==> src/rtl/max_n_pkg.sv <==
`default_nettype none
// ============================================================================
// Module      : max_pkg
// Description : Shared types, mode constants and helpers for the max_n
//               temporal max/min gate.
// Revision    : 1.0 - initial release
// ============================================================================
package max_pkg;

    typedef enum logic [1:0] {
        ARMED = 2'd0,
        WAIT  = 2'd1,
        FIRE  = 2'd2,
        DONE  = 2'd3
    } state_t;

    localparam logic MODE_MAX = 1'b0;
    localparam logic MODE_MIN = 1'b1;

    // Widest channel vector the priority helper accepts.
    localparam int LSB_W = 32;

    // Index of the lowest set bit; 0 when no bit is set.
    function automatic int unsigned lsb_index(input logic [LSB_W-1:0] v);
        int unsigned idx;
        idx = 0;
        for (int i = LSB_W - 1; i >= 0; i--) begin
            if (v[i]) begin
                idx = i;
            end
        end
        return idx;
    endfunction

endpackage
`default_nettype wire

==> src/rtl/max_n_if.sv <==
`default_nettype none
// ============================================================================
// Module      : max_n_if
// Description : Channel/result bundle of the max_n gate. t_win exists only
//               when MAX_TIMESTAMP_EN is defined.
// Revision    : 1.0 - initial release
// ============================================================================
interface max_n_if #(
    parameter int N_IN = 4
`ifdef MAX_TIMESTAMP_EN
    ,
    parameter int GAMMA_CYCLE_WIDTH = 16
`endif
);
    localparam int IDX_W = $clog2(N_IN);

    logic             mode;
    logic [N_IN-1:0]  ch_en;
    logic [N_IN-1:0]  a;
    logic             y;
    logic             y_valid;
    logic [IDX_W-1:0] win_idx;
`ifdef MAX_TIMESTAMP_EN
    logic [GAMMA_CYCLE_WIDTH-1:0] t_win;
`endif

    modport master (
        output mode, ch_en, a,
        input  y, y_valid, win_idx
`ifdef MAX_TIMESTAMP_EN
        , input t_win
`endif
    );

    modport slave (
        input  mode, ch_en, a,
        output y, y_valid, win_idx
`ifdef MAX_TIMESTAMP_EN
        , output t_win
`endif
    );

endinterface
`default_nettype wire

==> src/rtl/max_n_pulse_gen.sv <==
`default_nettype none
// ============================================================================
// Module      : max_pulse_gen
// Description : Regenerates a registered PULSE_WIDTH-cycle pulse per trigger.
// Revision    : 1.0 - initial release
// ============================================================================
module max_pulse_gen #(
    parameter int PULSE_WIDTH = 8
) (
    input  wire logic aclk,
    input  wire logic grst_n,
    input  wire logic rst,
    input  wire logic i_trigger,
    output logic      o_y,
    output logic      o_last
);
    localparam int CNT_W = $clog2(PULSE_WIDTH + 1);

    logic [CNT_W-1:0] r_cnt;
    logic [CNT_W-1:0] w_cnt_nxt;
    logic             r_y;

    always_comb begin
        w_cnt_nxt = r_cnt;
        if (i_trigger) begin
            w_cnt_nxt = CNT_W'(PULSE_WIDTH);
        end else if (r_cnt != '0) begin
            w_cnt_nxt = r_cnt - 1'b1;
        end
    end

    // y is registered from the next count so the output pulse is glitch-free.
    always_ff @(posedge aclk or negedge grst_n) begin
        if (!grst_n) begin
            r_cnt <= '0;
            r_y   <= 1'b0;
        end else if (rst) begin
            r_cnt <= '0;
            r_y   <= 1'b0;
        end else begin
            r_cnt <= w_cnt_nxt;
            r_y   <= (w_cnt_nxt != '0);
        end
    end

    assign o_y    = r_y;
    assign o_last = (r_cnt == CNT_W'(1));

endmodule
`default_nettype wire

==> src/rtl/max_n.sv <==
`default_nettype none
// ============================================================================
// Module      : max_n
// Description : N-input temporal max/min gate with pulse regeneration.
//               Define MAX_TIMESTAMP_EN to add the gamma counter and t_win.
// Revision    : 1.0 - initial release
// ============================================================================
module max_n
    import max_pkg::*;
#(
    parameter int N_IN              = 4,
    parameter int GAMMA_CYCLE_WIDTH = 16,
    parameter int PULSE_WIDTH       = 8
) (
    input  wire logic aclk,
    input  wire logic grst_n,
    input  wire logic rst,
    max_n_if.slave    bus
);
    localparam int IDX_W = $clog2(N_IN);

    if (N_IN < 2 || N_IN > LSB_W || PULSE_WIDTH < 1 || GAMMA_CYCLE_WIDTH < 1) begin : g_param_check
        $error("max_n: parameter out of range");
    end

    state_t           r_state;
    state_t           w_state_nxt;
    logic             r_mode;
    logic [N_IN-1:0]  r_ch_en;
    logic [N_IN-1:0]  r_prev_a;
    logic [N_IN-1:0]  r_arr;
    logic [N_IN-1:0]  w_rise;
    logic             w_any_rise;
    logic             w_all_arrived;
    logic             w_decide;
    logic             w_fire;
    logic             w_pulse_last;
    logic             w_y;
    logic             r_y_valid;
    logic [IDX_W-1:0] r_win_idx;
    logic [IDX_W-1:0] w_win_idx;

    // Disabled channels never rise but count as already arrived.
    assign w_rise        = bus.a & ~r_prev_a & r_ch_en;
    assign w_any_rise    = |w_rise;
    assign w_all_arrived = &(r_arr | w_rise | ~r_ch_en);
    assign w_decide      = w_any_rise &
                           (w_all_arrived | (r_mode == MODE_MIN && r_state == ARMED));
    assign w_win_idx     = IDX_W'(lsb_index(LSB_W'(w_rise)));

    always_ff @(posedge aclk or negedge grst_n) begin
        if (!grst_n) begin
            r_state <= ARMED;
        end else if (rst) begin
            r_state <= ARMED;
        end else begin
            r_state <= w_state_nxt;
        end
    end

    always_comb begin
        w_state_nxt = r_state;
        case (r_state)
            ARMED: begin
                if (w_decide) begin
                    w_state_nxt = FIRE;
                end else if (w_any_rise) begin
                    w_state_nxt = WAIT;
                end
            end
            WAIT: begin
                if (w_decide) begin
                    w_state_nxt = FIRE;
                end
            end
            FIRE: begin
                if (w_pulse_last) begin
                    w_state_nxt = DONE;
                end
            end
            DONE:    w_state_nxt = DONE;
            default: w_state_nxt = ARMED;
        endcase
    end

    // A same-cycle rst discards the deciding edge.
    always_comb begin
        w_fire = 1'b0;
        case (r_state)
            ARMED, WAIT: w_fire = w_decide & ~rst;
            default:     w_fire = 1'b0;
        endcase
    end

    always_ff @(posedge aclk or negedge grst_n) begin
        if (!grst_n) begin
            r_prev_a  <= '0;
            r_mode    <= MODE_MAX;
            r_ch_en   <= '0;
            r_arr     <= '0;
            r_y_valid <= 1'b0;
            r_win_idx <= '0;
        end else begin
            r_prev_a <= bus.a;
            if (rst) begin
                r_mode    <= bus.mode;
                r_ch_en   <= bus.ch_en;
                r_arr     <= '0;
                r_y_valid <= 1'b0;
                r_win_idx <= '0;
            end else begin
                if (r_state == ARMED || r_state == WAIT) begin
                    r_arr <= r_arr | w_rise;
                end
                if (w_fire) begin
                    r_y_valid <= 1'b1;
                    r_win_idx <= w_win_idx;
                end
            end
        end
    end

    max_pulse_gen #(
        .PULSE_WIDTH (PULSE_WIDTH)
    ) u_pulse_gen (
        .aclk      (aclk),
        .grst_n    (grst_n),
        .rst       (rst),
        .i_trigger (w_fire),
        .o_y       (w_y),
        .o_last    (w_pulse_last)
    );

    assign bus.y       = w_y;
    assign bus.y_valid = r_y_valid;
    assign bus.win_idx = r_win_idx;

`ifdef MAX_TIMESTAMP_EN
    logic [GAMMA_CYCLE_WIDTH-1:0] r_gamma;
    logic [GAMMA_CYCLE_WIDTH-1:0] r_t_win;

    // Gamma time saturates rather than wrapping so late edges stay ordered.
    always_ff @(posedge aclk or negedge grst_n) begin
        if (!grst_n) begin
            r_gamma <= '0;
            r_t_win <= '0;
        end else if (rst) begin
            r_gamma <= '0;
            r_t_win <= '0;
        end else begin
            if (r_gamma != '1) begin
                r_gamma <= r_gamma + 1'b1;
            end
            if (w_fire) begin
                r_t_win <= r_gamma;
            end
        end
    end

    assign bus.t_win = r_t_win;
`endif

endmodule
`default_nettype wire

==> src/flat_wrapper.sv <==
// flat-port wrapper written by rule: the top's interface ports become plain ports
module max_n_flat import max_pkg::*;
#(
    parameter int N_IN              = 4,
    parameter int GAMMA_CYCLE_WIDTH = 16,
    parameter int PULSE_WIDTH       = 8
)
  (aclk, grst_n, rst, bus_mode, bus_ch_en, bus_a, bus_y, bus_y_valid, bus_win_idx);
  max_n_if #(.N_IN(N_IN)) bus_i ();
  input  wire logic aclk;
  input  wire logic grst_n;
  input  wire logic rst;
  input wire logic [$bits(bus_i.mode)-1:0] bus_mode;
  input wire logic [$bits(bus_i.ch_en)-1:0] bus_ch_en;
  input wire logic [$bits(bus_i.a)-1:0] bus_a;
  output wire logic [$bits(bus_i.y)-1:0] bus_y;
  output wire logic [$bits(bus_i.y_valid)-1:0] bus_y_valid;
  output wire logic [$bits(bus_i.win_idx)-1:0] bus_win_idx;
  assign bus_i.mode = bus_mode;
  assign bus_i.ch_en = bus_ch_en;
  assign bus_i.a = bus_a;
  assign bus_y = bus_i.y;
  assign bus_y_valid = bus_i.y_valid;
  assign bus_win_idx = bus_i.win_idx;
  max_n #(.N_IN(N_IN), .GAMMA_CYCLE_WIDTH(GAMMA_CYCLE_WIDTH), .PULSE_WIDTH(PULSE_WIDTH)) u_core (.aclk(aclk), .grst_n(grst_n), .rst(rst), .bus(bus_i));
endmodule
==> config.mk <==
export PLATFORM = sky130hd
export DESIGN_NAME = max_n_flat
export DESIGN_NICKNAME = d
export VERILOG_FILES = /design/src/rtl/max_n_pkg.sv /design/src/rtl/max_n_if.sv /design/src/rtl/max_n_pulse_gen.sv /design/src/rtl/max_n.sv /design/src/flat_wrapper.sv
export SDC_FILE = /design/constraint.sdc
export NUM_CORES = 1
export LEC_CHECK = 0
export ABC_CLOCK_PERIOD_IN_PS = 2250
export BUFFER_PORTS_ARGS = -buffer_cell sky130_fd_sc_hd__buf_2
export CAP_MARGIN = 40
export CORE_UTILIZATION = 55
export CTS_CLUSTER_DIAMETER = 100
export CTS_CLUSTER_SIZE = 28
export DETAILED_ROUTE_END_ITERATION = 10
export PLACE_DENSITY = 0.85
export SETUP_SLACK_MARGIN = 0.02
export SLEW_MARGIN = 20
export SYNTH_ARGS = -nofsm -noshare
export SYNTH_HDL_FRONTEND = slang
export SYNTH_HIERARCHICAL = 1
export SYNTH_SLANG_ARGS = --single-unit
==> constraint.sdc <==
create_clock -name aclk -period 2.25 [get_ports aclk]
set_input_delay 0.3375 -clock aclk [delete_from_list [all_inputs] [get_ports aclk]]
set_output_delay 0.3375 -clock aclk [all_outputs]
set_load 0.01 [all_outputs]
-- Word level (Yosys, flattened, before mapping)
Cells that the tools add are included.
Widths: inputs -> output; s select.
- bits in registers: 23
- word-level logic and storage cells: 59
- input bits: 12
- output and inout bits: 4
- ROM bits: 0
- memories: 0
- latch bits: 0
- memory bits (writable): 0
- div/mod/pow operators: 0
- bitwise logic cells: 10
- shift operators: 0
- $lt $le $gt $ge: 0
- mux-type cells: 21
- equal/unequal tests: 7
- reduce and logical (&&, ||, !) cells: 11
- add/subtract/negate cells: 1
- multiply operators: 0
- operators by type and width (operator ; count):
    $mux 2 ; 11
    $mux 4 ; 5
    $and 4x4->4 ; 2
    $not 4->4 ; 2
    $or 4x4->4 ; 2
    $pmux 2 s4 ; 1
    $reduce_bool 4->1 ; 2
    $eq 2x2->1 const B ; 2
    $eq 4x1->1 const B ; 1
    $mux 1 ; 4
    $ne 4x2->1 const B ; 1
    $reduce_and 4->1 ; 1
    $reduce_bool 2->1 ; 2
    $reduce_or 4->1 ; 1
    $sub 4x1->4 const B ; 1
    $ne 3x2->1 const B ; 1
    $ne 3x3->1 const B ; 1
    $reduce_and 3->1 ; 1
    $and 1x1->1 ; 2
    $eq 2x1->1 const B ; 1
    $logic_not 2->1 ; 1
    $reduce_or 2->1 ; 1
    $logic_and 1x1->1 ; 1
    $logic_or 1x1->1 ; 1
    2 further kinds ; 2

-- Depth between registers and ports, before layout
Gate-level depths: netlist (run 1).
- depth after elaboration: 13
- gate-level depth with buffers: 7
- mapped depth without buffers: 7

-- Modules after synthesis
The synthesis (run 1) kept the hierarchy.
- modules (own cells, without submodules) (module ; cells an instance ; seq. area each (sq um) ; area each (sq um) ; times used):
    max_n ; 68 ; 450.4 ; 814.5 ; 1
    max_pulse_gen ; 30 ; 125.1 ; 300.3 ; 1

-- Worst setup path before layout (run 1)
Ideal clock, no wire load.
- path type: reg-to-reg
- start point: register u_core.r_prev_a[3]
- end point: register u_core.u_pulse_gen.r_y, in the netlist u_core/u_pulse_gen/o_y
- arrival time: 1.553 ns
- cell stages (with the launch flop): 8
- path buffers: 0
- required time: 2.168 ns
- library setup time: 0.082 ns
- clock period less this slack: 1.635 ns
- slack: 0.615 ns
- cell sequence: dfrtp_1 -> nor2b_4 -> nor3b_2 -> o41ai_4 -> nand2_2 -> nor2_1 -> nor2_1 -> a31oi_1
- word-level cells in the longest chain between the ends: 13
- elaborated cells between the ends (all ways): 14
- those cells by class: mux (3); bitwise (8); reduce/logical (3)
- RTL lines (element ; RTL line ; text):
    start, declared ; max_n.sv:30 ; logic [N_IN-1:0] r_prev_a;
    start signal, assigned ; max_n.sv:104 ; r_prev_a <= bus.a;
    $not 4->4 (*) ; max_n.sv:44 ; assign w_rise = bus.a & ~r_prev_a & r_ch_en;
    $and 4x4->4 (*) (2 in a row) ; max_n.sv:44 ;
    $or 4x4->4 (2 in a row) ; max_n.sv:46 ; assign w_all_arrived = &(r_arr | w_rise | ~r_ch_en);
    $reduce_and 4->1 ; max_n.sv:46 ;
    $or 1x1->1 ; max_n.sv:48 ; (w_all_arrived | (r_mode == MODE_MIN && r_state == ARMED));
    $and 1x1->1 (*) ; max_n.sv:47 ; assign w_decide = w_any_rise &
    $and 1x1->1 (*) ; max_n.sv:90 ; ARMED, WAIT: w_fire = w_decide & ~rst;
    $mux 1 (*) ; max_n.sv:89 ; case (r_state)
    via u_core.w_fire ; max_n.sv:36 ; logic w_fire;
    $mux 4 (*) ; max_n_pulse_gen.sv:25 ; if (i_trigger) begin
    $reduce_bool 4->1 (*) ; max_n_pulse_gen.sv:42 ; r_y <= (w_cnt_nxt != '0);
    $mux 1 (*) ; max_n_pulse_gen.sv:37 ; end else if (rst) begin
    end signal, assigned ; max_n_pulse_gen.sv:42 ;
    end, declared ; max_n_pulse_gen.sv:21 ; logic r_y;
The timed path passes the listed nets; every way through them passes the cells marked *.
A chain may end at the register's enable or synchronous reset.

-- Final worst setup path (run 1)
Ends and elaborated chain as after synthesis.

==> results of run 1 <==
-- registers in the layout, indices dropped and copies added, names as in the netlist --
| signal | cells |
|---|---|
| u_core/r_ch_en | 4 |
| u_core/r_prev_a | 4 |
| u_core/u_pulse_gen/o_y | 1 |
| u_core/r_mode | 1 |
| u_core/r_arr | 4 |
| u_core/bus.y_valid | 1 |
| u_core/u_pulse_gen/r_cnt | 4 |
| u_core/bus.win_idx | 2 |
| u_core/r_state | 2 |
-- critical path, cell delays in order, from the launching register on --
cell and delay [ns]:
dfrtp_1 0.43, nor2b_4 0.13, nor3b_2 0.06, o41ai_4 0.50, nand2_2 0.11, nor2_1 0.28
nor2_1 0.08, a31oi_1 0.16
-- kinds of logic after synthesis --
kind of cell	synth area share, %
and+or+nand+nor	21.4
DFF	51.6
muxes	8.19
buffers and inverters	2.36
xor gates and xnor gates	1.57
adders and majority gates	2.24
AOI/OAI and AO/OA	12.6
-- power breakdown --
part | internal [mW] | switching [mW] | leakage [nW]
Clock | 0.0690 | 0.110 | 0.0150
Sequential | 0.474 | 0.0564 | 0.292
Combinational | 0.199 | 0.201 | 0.263
Total | 0.743 | 0.368 | 0.570
-- stage by stage --
stage | cells | power, mW | setup slack, ns | utilization [%]
detailed placement | 136 | 0.935 | 0.386 | 66.7
global route | 141 | 1.19 | 0.232 | 68.7
floorplan | 98 | 0.842 | 0.615 | -
CTS | 141 | 1.12 | 0.429 | 68.7
global placement | 136 | 0.912 | 0.454 | 66.7
finish | 141 | 1.11 | 0.420 | 68.7
-- synth_stat cells, types with 2 or more instances --
master    number
a221oi_1       2
xnor2_1        2
nand3b_1       4
mux2_2         5
nand2_1        2
ha_1           2
a21oi_1        8
nor2b_1        4
mux2i_1        2
clkbuf_1       2
a31oi_1        4
inv_1          5
nor2_1        10
dfrtp_1       23
nor3_1         3
nor3b_1        4
-- layout make-up --
| cell class | instances | area (sq um) | share of cell area, % |
|---|---|---|---|
| tap | 25 | 31.3 | 2.50 |
| timing repair buffer | 16 | 85.1 | 6.81 |
| inverter | 5 | 18.8 | 1.50 |
| clock buffer | 4 | 26.3 | 2.10 |
| sequential | 23 | 576 | 46.0 |
| multi-input combinational | 68 | 513 | 41.0 |
-- how the worst max path moves through the flow --
stage | to | slack, ns | cells after the start
floorplan | u_core/u_pulse_gen/o_y | 0.62 | 7
global placement | u_core/u_pulse_gen/o_y | 0.45 | 8
detailed placement | u_core/u_pulse_gen/o_y | 0.39 | 8
CTS | u_core/u_pulse_gen/o_y | 0.43 | 7
global route | u_core/u_pulse_gen/o_y | 0.23 | 7
finish | u_core/u_pulse_gen/o_y | 0.42 | 7
-- metal layers --
metal  vias up  track usage, %  share of wire [%]
li1        387               -                  -
met1       377            26.5                 49
met2        17            33.6                 47
met3         2            5.77                3.5
met4         0            6.86               0.62
met5         -               0                  0
==> impl_metrics.toml, run 1 <==
[logic_synthesis]
synth_seq_area_share_pct = 51.6
synth.distinct_cells = 32
synth.avg_cell_area_sq_um = 11.4
syn-num-nets = 112
netlist.area_leader.share_pct = 51.6
ys.flop_type = "dfrtp_1"
synthCells = 98
synthTopCellsByArea = "dfrtp_1, mux2_2, a21oi_1"
async_flop_share_pct = 100
ys_seq_elements = 23
synth_top_cell_by_area = "dfrtp_1"
syn_area_sq_mm = 0.00111
synth_edf_count = 0
synth_warnings = 6

[cts]
clk_pin_slew_ns = 0.11
clockRootBuffer = "clkbuf_4"
cts_tree = "done"
cts-resized-gates = 0
clkLatencyLatePin_ns = 0.29
clk_path_buf_depth = 2
htreeDepth = 1
clkSinkCount = 23
postCtsSetupBuffers = 0
cts-buffers-inserted = 3
cts_hold_buf = 1

[worst_setup_path]
r2r-start = "u_core/r_prev_a[3]"
r2r_end = "u_core/u_pulse_gen/o_y"
cp_max_fo = 6
critical_path_class = "reg -> reg"
start_kind = "flop"
regToRegSetupSlack_ns = 0.42
required_ns = 2.48
reg2reg_depth = 7
critPathLaunch = "u_core/r_prev_a[3]"
end_kind = "flop"
cp.arrival_ns = 2.06

[flow_run]
drv_cap = 0

[global_routing]
grt_pass1_vias = 729
antenna_found_initial = 0
grt_max_degree = 24
gr-usage-all-layers_pct = 20.6
grt_overflow = 0
grt_pass1_wl_um = 3110

[placement]
hpwl_um = 1400
place_congestion = 0.793
port_buffers = 15
post_dp_cell_area_sq_mm = 0.00121

[floorplanning]
ios = 16
chipHeight_um = 47.0
core_region_area_sq_mm = 0.00182
dieArea_sq_mm = 0.00221
initial_core_util_pct = 61.2
rows = 15
die_x_um = 47.0

[route]
wl_um = 1920
antenna_left = 0
via_count = 783
wire_per_inst_um = 13.6
drt_iter0_drc = 9
viasPerCell = 5.55
drc = 0
drt-pass1-iter-count = 4

[power_and_ir_drop]
p_leak_nw = 0.570
p_per_area_mw_per_mm2 = 888
ir_worst_vdd_mv = 0.526

[timing]
skew_ns = 0.00181
hold_violations = 0
rsz0062_at_grt = "false"
fin_crit_sh_pct = 81.3
worstMarginPinSlew_ns = 0.488
setup_viol = 0
layout_min_cycle_time_ns = 1.83
slew_viol_final = 0
clock.fmax_mhz = 547
slew_headroom_pct = 67.5
setup_tns_ns = 0
holdWs_ns = 0.164

[cells_and_area]
fillers = 146
drive_gt1_share_pct = 28.4
layout_common_cells = "dfrtp_1, buf_2, nor2_1, a21oi_1"
final_common_cell = "dfrtp_1"
final_nets = 131
antenna_cells = 0
area_growth_pct = 12.1
stdcell_area_sq_mm = 0.00125

[hold_path]
min_from = "bus_a[1]"
min_path_type = "in -> reg"
worstHoldPathCells = 1
whs_endpoint = "u_core/r_prev_a[1]"

[status]
outcome = "finished, final reports clean"
Note: power is estimated with default switching activity, not from simulation.
==> run 2, diff against run 1 <==
--- a/config.mk
+++ b/config.mk
@@ -5,14 +5,14 @@
 export SDC_FILE = /design/constraint.sdc
 export NUM_CORES = 1
 export LEC_CHECK = 0
-export ABC_CLOCK_PERIOD_IN_PS = 2250
+export ABC_CLOCK_PERIOD_IN_PS = 1500
 export BUFFER_PORTS_ARGS = -buffer_cell sky130_fd_sc_hd__buf_2
 export CAP_MARGIN = 40
-export CORE_UTILIZATION = 55
+export CORE_UTILIZATION = 49
 export CTS_CLUSTER_DIAMETER = 100
 export CTS_CLUSTER_SIZE = 28
 export DETAILED_ROUTE_END_ITERATION = 10
-export PLACE_DENSITY = 0.85
+export PLACE_DENSITY = 0.81
 export SETUP_SLACK_MARGIN = 0.02
 export SLEW_MARGIN = 20
 export SYNTH_ARGS = -nofsm -noshare
==> constraint.sdc (replaced) <==
create_clock -name aclk -period 1.5 [get_ports aclk]
set_input_delay 0.225 -clock aclk [delete_from_list [all_inputs] [get_ports aclk]]
set_output_delay 0.225 -clock aclk [all_outputs]
set_load 0.01 [all_outputs]
==> run 2 against run 1 <==
The run now ends with setup timing left; combinational power increased by 140%; routed wire length increased by 38%; count of clock-buffer cells in the layout unchanged; clock skew increased by 0.0093 ns; utilization increased by 5.9 points; worst setup slack got worse by 0.51 ns; non-clock buffer count increased by 26; critical path depth unchanged; cell area increased by 22%; global-route usage increased by 2.5 points; clock power increased by 62%; fmax increased by 15%.
==> impl_metrics.toml, run 2 (synthesis results as in run 1) <==
[route]
viasPerCell = 5.35
wl_um = 2660
drc = 0
drt_iter0_drc = 17
wire_per_inst_um = 15.7
via_count = 904
drt-pass1-iter-count = 4
antenna_left = 0

[timing]
skew_ns = 0.0111
rsz0062_at_grt = "true"
fin_crit_sh_pct = 106
slew_headroom_pct = 66.9
holdWs_ns = 0.108
worstMarginPinSlew_ns = 0.496
layout_min_cycle_time_ns = 1.59
clock.fmax_mhz = 627
fin_ws_ns = -0.0945
setup_viol = 6
setup_tns_ns = -0.411
slew_viol_final = 0
hold_violations = 0

[power_and_ir_drop]
p_leak_nw = 0.715
power_switching_mw = 0.699
p_sw_share_pct = 34.4
combPwrFrac_pct = 46.9
ir_worst_vdd_mv = 0.933
power_frac_seq_pct = 38.8
clockPowerShare_pct = 14.3
power.total_mw = 2.03
p_per_area_mw_per_mm2 = 1340
internal_power_mw = 1.33

[cells_and_area]
stdcell_area_sq_mm = 0.00152
drive_gt1_share_pct = 51.4
final_nets = 157
final-instance-count-excl-fill = 169
post-route-util_pct = 74.6
final_common_cell = "buf_4"
area_growth_pct = 36.6
antenna_cells = 0
layout_common_cells = "buf_4, dfrtp_1, buf_2, nor2_1, a21oi_1"

[placement]
dpl.cell_count = 154
hpwl_um = 1720
place_congestion = 0.830
port_buffers = 15
dp_slack_ns = -0.0817
post_dp_cell_area_sq_mm = 0.00135

[global_routing]
grt_busiest_layer = "met2"
antenna_found_initial = 0
grt_pass1_vias = 909
grt_pass1_wl_um = 4240
met1_usage_pct = 32.2
grtUsageMet2_pct = 36.9
gr-usage-all-layers_pct = 23.1
grt_overflow = 0
grt_util_met3_pct = 5.86
grt_max_degree = 24

[worst_setup_path]
critical_path_class = "reg -> reg"
slowest_delay_ns = 0.40
cp.depth = 7
end_kind = "flop"
required_ns = 1.70
cp_num_buf_inv = 1
crit_family = "simple AND/OR/NAND/NOR gates"
start_kind = "flop"
cp.arrival_ns = 1.80
worstPathCellList = "nor2b_2 -> nor3b_2 -> o41ai_4 -> nand2_2 -> nor2_4 -> buf_6 -> nor3_2"
reg2reg_depth = 7
cp_max_fo = 4
cpMaxStageDelayCell = "dfrtp_1"

[floorplanning]
rows = 16
chipHeight_um = 49.7
ios = 16
initial_core_util_pct = 54.6
die_x_um = 49.7
dieArea_sq_mm = 0.00247
core_region_area_sq_mm = 0.00204

[cts]
htreeDepth = 1
cts-buffers-inserted = 3
cts_tree = "done"
clkLatencyLatePin_ns = 0.32
clk_pin_slew_ns = 0.13
clk_path_buf_depth = 2
clkSinkCount = 23
clockRootBuffer = "clkbuf_4"

[hold_path]
worstHoldPathCells = 2
min_path_type = "in -> reg"

[flow_run]
drv_cap = 0

[status]
failed_checks = "setup timing"
outcome = "complete, but fails checks"
-- run 2: cell count changes in the layout (fill, tap and decap cells not counted), sizes merged --
cell / previous run / this run
buf: 15 / 41
-- run 2: cell type report --
class,instances,area (sq um)
inverter,5,18.8
multi-input combinational,68,584
tap,27,33.8
fill,146,519
clock buffer,4,26.3
timing repair buffer,42,284
sequential,23,576
-- run 2: timing repair --
action                                  4_1_cts  5_1_grt
setup buffers                                 9        2
endpoints found under the hold margin        23        0
hold buffers                                  1        0
endpoints found under the setup margin        8       10
pin swaps                                     2        8
gates resized for setup                       7        6
-- run 2: worst paths after layout --
path                                     from  slack [ns]                          end
setup / recovery           u_core/r_prev_a[0]       -0.09  u_core/u_pulse_gen/r_cnt[2]
hold / removal                       bus_a[2]        0.11           u_core/r_prev_a[2]
setup reg to reg           u_core/r_prev_a[0]       -0.09  u_core/u_pulse_gen/r_cnt[2]
hold reg to reg                 u_core/r_mode        0.53                u_core/r_mode
max in group asynchronous              grst_n        0.77        u_core/bus.win_idx[1]
min in group asynchronous              grst_n        0.39              u_core/r_arr[1]
-- run 2: power groups by stage --
stage          clock, mW  combinational (mW)  sequential [mW]
3_3_place_gp           0               0.725            0.790
3_5_place_dp           0               0.766            0.795
6_report           0.290               0.954            0.789
2_1_floorplan          0               0.500            0.801
5_1_grt            0.319                1.05            0.801
4_1_cts            0.295               0.908            0.783
-- run 2: layer usage --
metal  up-vias  share of wire [%]  routed length, um
met5         -                  0                  0
met4         0                1.6                 43
met3         6                4.5                120
met2        30                 48               1280
met1       431                 46               1210
li1        437                  -                  -
==> run 3, diff against run 2 <==
--- a/config.mk
+++ b/config.mk
@@ -13,7 +13,7 @@
 export CTS_CLUSTER_SIZE = 28
 export DETAILED_ROUTE_END_ITERATION = 10
 export PLACE_DENSITY = 0.81
-export SETUP_SLACK_MARGIN = 0.02
+export SETUP_SLACK_MARGIN = 0.2
 export SLEW_MARGIN = 20
 export SYNTH_ARGS = -nofsm -noshare
 export SYNTH_HDL_FRONTEND = slang
==> run 3 against run 2 <==
Clock skew decreased by 0.0085 ns; routed wire length is 7.2% lower; combinational power shrank 16%; critical path type unchanged; largest power group unchanged; count of clock-buffer cells in the layout stayed put; sequential power barely moved; critical path depth is the same; clock power fell by 6%; the flow still finishes with violations (setup timing); hold slack improved by 0.026 ns; worst setup slack barely moved; utilization fell by 3.2 points; highest routed layer unchanged.
==> impl_metrics.toml, run 3 (synthesis results as in run 1) <==
[timing]
hold_violations = 0
clock.fmax_mhz = 627
slew_headroom_pct = 66.3
fin_crit_sh_pct = 106
setup_tns_ns = -0.428
worstMarginPinSlew_ns = 0.506
fin_ws_ns = -0.0942
layout_min_cycle_time_ns = 1.59
slew_viol_final = 0
setup_viol = 7
skew_ns = 0.00261
rsz0062_at_grt = "true"

[cts]
cts-buffers-inserted = 3
clk_pin_slew_ns = 0.12
clockRootBuffer = "clkbuf_4"
clkSinkCount = 23
htreeDepth = 1
clk_path_buf_depth = 2
cts_tree = "done"
clkLatencyLatePin_ns = 0.30

[worst_setup_path]
cpMaxStageDelayCell = "dfrtp_1"
r2r-start = "u_core/r_prev_a[2]"
cp_num_buf_inv = 0
cp_max_fo = 5
cp.depth = 7
regToRegSetupSlack_ns = -0.09
required_ns = 1.72
r2r_end = "u_core/u_pulse_gen/o_y"
start_kind = "flop"
crit_family = "simple AND/OR/NAND/NOR gates"
crit_end = "u_core/u_pulse_gen/o_y"
worstPathCellList = "nor2b_2 -> nor3b_2 -> o41ai_4 -> nand2_2 -> nor2_4 -> nor2_1 -> a31oi_1"
critical_path_class = "reg -> reg"
reg2reg_depth = 7
end_kind = "flop"
critPathLaunch = "u_core/r_prev_a[2]"
cp.arrival_ns = 1.82
slowest_delay_ns = 0.41

[cells_and_area]
layout_common_cells = "dfrtp_1, buf_4, buf_2, nor2_1, a21oi_1"
final_nets = 152
fillers = 160
drive_gt1_share_pct = 46.7
final-instance-count-excl-fill = 164
antenna_cells = 0
area_growth_pct = 30.6
final_common_cell = "dfrtp_1"

[floorplanning]
die_x_um = 49.7
ios = 16
core_region_area_sq_mm = 0.00204
initial_core_util_pct = 54.6
rows = 16
chipHeight_um = 49.7
dieArea_sq_mm = 0.00247

[power_and_ir_drop]
ir_worst_vdd_mv = 0.803
p_per_area_mw_per_mm2 = 1280
p_leak_nw = 0.684

[placement]
place_congestion = 0.767
port_buffers = 15
dp_slack_ns = -0.121
hpwl_um = 1760
dpl.cell_count = 154

[route]
drc = 0
wire_per_inst_um = 15.0
drt-pass1-iter-count = 4
viasPerCell = 5.43
via_count = 891
wl_um = 2470
antenna_left = 0
drt_iter0_drc = 13

[status]
outcome = "complete, but fails checks"
failed_checks = "setup timing"

[flow_run]
drv_cap = 0

[global_routing]
grt_pass1_wl_um = 4330
gr-usage-all-layers_pct = 23.9
grt_pass1_vias = 967
grt_overflow = 0
grt_max_degree = 24
antenna_found_initial = 0

[hold_path]
min_path_type = "in -> reg"
run 3: per-layer routing:
layer	vias to the layer above	GRT usage, %	wire length, um	part of all wire [%]
li1	424	-	-	-
met1	445	30.0	1080	44
met2	20	41.9	1270	52
met3	2	3.09	96	3.9
met4	0	8.10	15	0.61
met5	-	0	0	0
run 3: report_power, final:
| part | switching, mW | internal, mW | total [mW] |
|---|---|---|---|
| registers | 0.0755 | 0.712 | 0.787 |
| clock network | 0.168 | 0.103 | 0.272 |
| logic | 0.375 | 0.431 | 0.805 |
| total | 0.618 | 1.25 | 1.86 |
run 3: metrics by stage:
| step | hold WS [ns] | utilization (%) | instance area, sq um | power, mW |
|---|---|---|---|---|
| final | 0.134 | 71.3 | 1460 | 1.86 |
| after global routing | 0.127 | 71.3 | 1460 | 1.99 |
| after CTS | 0.120 | 70.8 | 1450 | 1.86 |
| after detailed placement | 0.222 | 66.2 | 1350 | 1.55 |
| after global placement | 0.213 | 66.2 | 1350 | 1.50 |
| after floorplan | -0.0706 | - | 1130 | 1.30 |
run 3: cell type report:
class,count,area [sq um],share of cell area (%)
clock buffers,4,26.3,1.80
inverters,5,18.8,1.29
multi-input cells,68,556,38.1
flip-flops and latches,23,576,39.5
well taps,27,33.8,2.32
repair buffers,37,246,16.9
run 3: how the worst min path moves through the flow:
stage	from	end	slack, ns	depth (start not counted)
2_1_floorplan	grst_n	u_core/bus.win_idx[0]	-0.07	0
4_1_cts	bus_a[0]	u_core/r_prev_a[0]	0.12	2
3_3_place_gp	grst_n	u_core/r_ch_en[1]	0.21	1
6_report	bus_a[0]	u_core/r_prev_a[0]	0.13	2
3_5_place_dp	grst_n	u_core/r_prev_a[2]	0.22	1
5_1_grt	bus_a[0]	u_core/r_prev_a[0]	0.13	2
run 3: what timing repair did:
action | CTS | global route
setup buffers | 5 | 0
hold endpoints to repair | 23 | 0
endpoints found under the setup margin | 10 | 10
resized for setup | 5 | 3
hold buffers | 1 | 0
pin swaps | 1 | 0
